--- src/rtl/req_transfer_tx.sv ---
// Two-phase bundled-data request transmitter: captures one word per handshake,
// toggles req_out after a setup delay and waits for the matching ack level.
module req_transfer_tx #(
  parameter int DATA_W    = 32,
  parameter int SETUP_CYC = 2,
  parameter int TIMEOUT   = 1023
) (
  input  logic              clk,
  input  logic              rst,
  input  logic              in_valid,
  output logic              in_ready,
  input  logic [DATA_W-1:0] in_data,
  output logic [DATA_W-1:0] data_out,
  output logic              req_out,
  input  logic              ack_in,
  output logic              busy,
  input  logic              err_clr,
  output logic              timeout_err,
  output logic              proto_err,
  output logic [15:0]       tx_count
);

  typedef enum logic [1:0] {
    IDLE     = 2'd0,
    SETUP    = 2'd1,
    WAIT_ACK = 2'd2
  } state_t;

  localparam logic [3:0]  SETUP_LD  = 4'(SETUP_CYC);
  localparam logic [15:0] TIMEOUT_W = 16'(TIMEOUT);

  state_t            state_r, state_s;
  logic [3:0]        setup_cnt_r, setup_cnt_s;
  logic [15:0]       wait_cnt_r, wait_cnt_s;
  logic [2:0]        guard_r;
  logic [DATA_W-1:0] data_r, data_s;
  logic              req_r, req_s;
  logic [15:0]       tx_count_r, tx_count_s;
  logic              timeout_r, timeout_s;
  logic              proto_r, proto_s;
  logic              in_ready_r, busy_r;
  logic              ack_match_s, timeout_set_s, proto_set_s;

  assign ack_match_s = (ack_in == req_r);

  // Next-state, datapath and sticky-error logic
  always_comb begin
    state_s       = state_r;
    setup_cnt_s   = setup_cnt_r;
    wait_cnt_s    = wait_cnt_r;
    data_s        = data_r;
    req_s         = req_r;
    tx_count_s    = tx_count_r;
    timeout_set_s = 1'b0;
    proto_set_s   = 1'b0;
    case (state_r)
      IDLE: begin
        if (in_valid) begin
          data_s      = in_data;
          setup_cnt_s = SETUP_LD;
          state_s     = SETUP;
        end else begin
          state_s = IDLE;
        end
      end
      SETUP: begin
        if (setup_cnt_r <= 4'd1) begin
          setup_cnt_s = 4'd0;
          req_s       = ~req_r;
          wait_cnt_s  = 16'd0;
          state_s     = WAIT_ACK;
        end else begin
          setup_cnt_s = setup_cnt_r - 4'd1;
        end
      end
      WAIT_ACK: begin
        if (ack_match_s) begin
          tx_count_s = tx_count_r + 16'd1;
          state_s    = IDLE;
        end else begin
          if (wait_cnt_r < TIMEOUT_W) begin
            wait_cnt_s = wait_cnt_r + 16'd1;
          end else begin
            wait_cnt_s = wait_cnt_r;
          end
          timeout_set_s = (wait_cnt_s == TIMEOUT_W);
        end
      end
      default: begin
        state_s = IDLE;
      end
    endcase

    // An ack mismatch outside WAIT_ACK is a protocol error once the guard has expired
    if ((state_r != WAIT_ACK) && (guard_r == 3'd0) && !ack_match_s) begin
      proto_set_s = 1'b1;
    end else begin
      proto_set_s = 1'b0;
    end

    if (timeout_set_s) begin
      timeout_s = 1'b1;
    end else if (err_clr) begin
      timeout_s = 1'b0;
    end else begin
      timeout_s = timeout_r;
    end

    if (proto_set_s) begin
      proto_s = 1'b1;
    end else if (err_clr) begin
      proto_s = 1'b0;
    end else begin
      proto_s = proto_r;
    end
  end

  // State and output registers
  always_ff @(posedge clk or posedge rst) begin
    if (rst) begin
      state_r     <= IDLE;
      setup_cnt_r <= 4'd0;
      wait_cnt_r  <= 16'd0;
      data_r      <= '0;
      req_r       <= 1'b0;
      tx_count_r  <= 16'd0;
      timeout_r   <= 1'b0;
      proto_r     <= 1'b0;
      in_ready_r  <= 1'b1;
      busy_r      <= 1'b0;
    end else begin
      state_r     <= state_s;
      setup_cnt_r <= setup_cnt_s;
      wait_cnt_r  <= wait_cnt_s;
      data_r      <= data_s;
      req_r       <= req_s;
      tx_count_r  <= tx_count_s;
      timeout_r   <= timeout_s;
      proto_r     <= proto_s;
      in_ready_r  <= (state_s == IDLE);
      busy_r      <= (state_s != IDLE);
    end
  end

  // Post-reset guard masks the protocol check while the ack synchronizer flushes
  always_ff @(posedge clk or posedge rst) begin
    if (rst) begin
      guard_r <= 3'd4;
    end else if (guard_r != 3'd0) begin
      guard_r <= guard_r - 3'd1;
    end else begin
      guard_r <= guard_r;
    end
  end

  assign in_ready    = in_ready_r;
  assign busy        = busy_r;
  assign data_out    = data_r;
  assign req_out     = req_r;
  assign tx_count    = tx_count_r;
  assign timeout_err = timeout_r;
  assign proto_err   = proto_r;

endmodule
--- config.mk ---
export PLATFORM = sky130hd
export DESIGN_NAME = req_transfer_tx
export DESIGN_NICKNAME = d
export VERILOG_FILES = /design/src/rtl/req_transfer_tx.sv
export SDC_FILE = /design/constraint.sdc
export NUM_CORES = 1
export LEC_CHECK = 0
export CORE_MARGIN = 2
export CORE_UTILIZATION = 49
export CTS_BUF_LIST = sky130_fd_sc_hd__clkbuf_16
export CTS_CLUSTER_SIZE = 10
export DETAILED_ROUTE_END_ITERATION = 16
export PLACE_DENSITY = 0.84
export SKIP_CTS_REPAIR_TIMING = 1
export SLEW_MARGIN = 5
export SYNTH_ARGS = -nofsm -noshare
export SYNTH_HDL_FRONTEND = slang
export SYNTH_SLANG_ARGS = --single-unit
--- constraint.sdc ---
create_clock -name clk -period 3.23 [get_ports clk]
set_input_delay 0.646 -clock clk [delete_from_list [all_inputs] [get_ports clk]]
set_output_delay 0.646 -clock clk [all_outputs]
set_load 0.01 [all_outputs]
==> summary by stage <==
Final layout
The net count reported at finish is 443. Relative to the synthesized area, the layout overhead comes to 36.11%. The number of inserted diodes is 0.

The share of cells above drive strength 1 is 0.1721.

Pwr
Overall power consumption after layout is estimated at 3.820 mW. Across the VDD grid, the largest voltage drop is 0.0003440 V. The power per unit of standard cell area is 788.7 nW/µm². Summed over all cells, the static leakage comes to 2.081 nW.

Worst setup path
The count of buffer and inverter cells on the critical path is 1. The worst setup path is launched from a flip-flop. The number of logic stages on the critical path including buffering is 8.

The depth of the worst register-to-register path is 8. The sort of element at the end of the critical path is a flip-flop. The data required time at the worst endpoint is 3.47 ns. The kind of critical path is reg -> reg. The worst register-to-register path begins at setup_cnt_r[0]$_DFFE_PP0P_. The launch point of the worst path is setup_cnt_r[0]$_DFFE_PP0P_. On the critical path the largest part of the delay comes from simple AND/OR/NAND/NOR gates. The largest stage delay on the critical path is 0.42 ns.

The signal on the critical path passes through inv_1 > ha_1 > nor2_1 > o31ai_2 > nand3_1 > nor3_1 > nand2_1 > o21ai_0. The endpoint identified for the worst register-to-register timing path is wait_cnt_r[2]$_DFFE_PP0P_. The setup slack of the most critical reg-to-reg path is 0.89 ns. In this run the worst path has a maximum fanout of 11.

The slowest stage of the critical path belongs to the cell sky130_fd_sc_hd__dfrtp_1. For the worst setup path, the data arrival time is 2.58 ns.

Clocking
TritonCTS built the clock tree. The root buffer selected by CTS is sky130_fd_sc_hd__clkbuf_16. The CTS buffer count is 9. The clock passes through at most 2 buffers. The H-tree was split into 3 levels. The CTS clock-pin slew for the worst setup and hold paths is 0.06 ns.

The insertion delay of the later-clocked pin in the worst-skew pair is 0.32 ns. The number of clock sinks seen by CTS is 78.

Worst hold path
The end of the worst hold path is tx_count[15]$_DFFE_PP0P_. The number of cells on the worst hold path is 1. The origin of the worst min-delay path is tx_count[15]$_DFFE_PP0P_. The worst min-delay path category is reg -> reg.

Placed design
Summed over all nets, the half-perimeter wirelength after detailed placement is 5282 µm. The global placement routability congestion is 0.9242. The port buffer count is 89.

Drt
The count of nets left with antenna violations once routing finished came out at 0. After detailed routing, the number of remaining DRC violations is 0. In this run, the number of DRC markers left after iteration 0 of detailed routing was 109. The number of iterations in the first detailed-routing pass is 6.

The vias after detailed routing is 2566. The total wire length after detailed routing is 7318 µm. Dividing the detail-routed via count by the number of cells gives 5.132. The routed length per instance is 14.64 µm.

Global route
For met1 alone, demand over resource in global routing was 0.2383. The first global-routing pass estimated 11360 µm of wire. The via count of the first global-routing pass is 2474.

The number of antenna violations at the first check in global routing is 0. In this run the most used layer during global routing was met2. The pin count of the biggest net entering global routing is 79. The met2 layer usage reported by global route is 0.3057. After global routing the overflow that remains totals 0. For this run, the total global-route usage over all layers was measured as 0.1832. The met3 track utilization from global routing is 0.03509.

Run status
The flow ran to the end, and the final reports show no timing, DRC or antenna violations.

Yosys
The number of enable flip-flop cells after synthesis is 0. For this run, the register share of the synthesized area comes to 0.5492. Synthesis handed over a netlist of 300 instances. The net count after synthesis is 347. Yosys instantiated no cell more often than sky130_fd_sc_hd__dfrtp_1. The number of distinct library cells after synthesis is 45. Counting instances in the post-synthesis netlist gives the leading cell types as 76 x sky130_fd_sc_hd__dfrtp_1, 33 x sky130_fd_sc_hd__mux2_2, 22 x sky130_fd_sc_hd__nand2_1.

The fraction of synthesized cell area taken by the top area cell type is 0.5345. In the synthesized netlist the dominant register cell turns out to be sky130_fd_sc_hd__dfrtp_1. The post-synthesis instance area is 3558 µm². The total of warnings raised by yosys is 0.

A synthesized cell averages 11.86 µm². The register bit count reported by yosys is 78. Ranked by total cell area, the synthesized netlist is headed by sky130_fd_sc_hd__dfrtp_1 53%, sky130_fd_sc_hd__mux2_2 10%, sky130_fd_sc_hd__xnor2_1 4.4%. The dominant cell type by area after synthesis is sky130_fd_sc_hd__dfrtp_1. The proportion of synthesized flip-flops having asynchronous set or reset is 1.000.

Timing
For the final database, setup skew stands at 0.006735 ns. The transition time of the tightest slew-check pin is 0.4887 ns. The highest clock frequency the design can meet is 426.5 MHz. The count of endpoints failing setup in the final report is 0. The number of endpoints with negative hold slack in the final report is 0.

Headroom to the max-slew limit came out at 0.6707. The aggregate negative setup slack is 0 ns. Setup repair after global routing left no endpoint under its margin. The final worst-path cycle share is 0.7259. Counting I/O delays and the setup requirement, the final critical path takes 2.345 ns. The number of pins with negative max-slew slack in the final report is 0.

Floorplanning
The die covers 7959 µm². The placeable core region is 7137 µm². The number of placement rows is 31.

The initial core utilization is 0.4986. The die height is 89.22 µm. 90 I/O pins were placed.

The horizontal die dimension is 89.22 µm.

Run
The number of max-capacitance violations reported is 0.
-- stage by stage --
stage,instance area (µm²),hold WS (ns),instances,setup WS [ns],util
after floorplan,3558,0.4543,300,0.5923,-
after global placement,4574,0.4607,484,0.7151,0.6410
after detailed placement,4574,0.4648,484,0.6461,0.6410
after CTS,4843,0.4765,500,0.8986,0.6786
after global routing,4843,0.4811,500,0.6517,0.6786
final,4843,0.4737,500,0.8853,0.6786
-- power breakdown --
| group | switching [mW] | internal, mW | leakage, nW |
|---|---|---|---|
| clock | 0.380 | 0.514 | 0.126 |
| sequential | 0.190 | 1.27 | 0.992 |
| combinational | 0.629 | 0.834 | 0.963 |
| total | 1.20 | 2.62 | 2.08 |
-- flip-flops by register name (all words and copies together) (netlist names), 2 cells and up --
register and flops:
data_out 32, state_r 2, wait_cnt_r 16, guard_r 3, setup_cnt_r 4, tx_count 16
-- layer usage --
layer  vias up  part of all wire
met5         -                 0
met1      1241              0.43
met3         8             0.051
met2        74              0.51
met4         0            0.0090
li1       1243                 -
-- cell families (layout without fill, tap and decap cells) --
| family | after synthesis | after routing | share of synthesized area |
|---|---|---|---|
| flip-flops | 78 | 78 | 0.5492 |
| AO/OA/AOI/OAI | 37 | 37 | 0.06646 |
| XOR/XNOR | 24 | 24 | 0.06118 |
| AND/OR/NAND/NOR | 99 | 99 | 0.1589 |
| adder cells (fa/ha/maj) | 10 | 10 | 0.03516 |
| multiplexers | 35 | 35 | 0.1101 |
| buffers and inverters | 17 | 118 | 0.01899 |
-- cell type report --
class | count | area, µm²
repair buffers | 91 | 918.4
clock inverters | 7 | 43.79
inverters | 11 | 41.29
clock buffers | 9 | 225.2
fillers | 535 | 2293
well taps | 99 | 123.9
flip-flops and latches | 78 | 1954
multi-input cells | 205 | 1536
-- how the worst max path moves through the flow --
stage / slack [ns] / end
3_5_place_dp: 0.65 / wait_cnt_r[2]$_DFFE_PP0P_
5_1_grt: 0.65 / wait_cnt_r[2]$_DFFE_PP0P_
6_report: 0.89 / wait_cnt_r[2]$_DFFE_PP0P_
4_1_cts: 0.90 / wait_cnt_r[2]$_DFFE_PP0P_
3_3_place_gp: 0.72 / wait_cnt_r[2]$_DFFE_PP0P_
2_1_floorplan: 0.59 / busy$_DFF_PP0_
-- layout by cell type, fill, tap and decap left out, drive strengths merged, types with 5 or more instances in the layout --
master,instances
ha,10
inv,12
and2,8
clkdlybuf4s50,89
nand3,17
a21oi,8
nor3,9
dfrtp,76
nor2,16
mux2,33
nand2,24
xnor2,19
o21ai,16
clkbuf,9
nand4,6
xor2,5
Note: power is estimated with default switching activity, not from simulation.
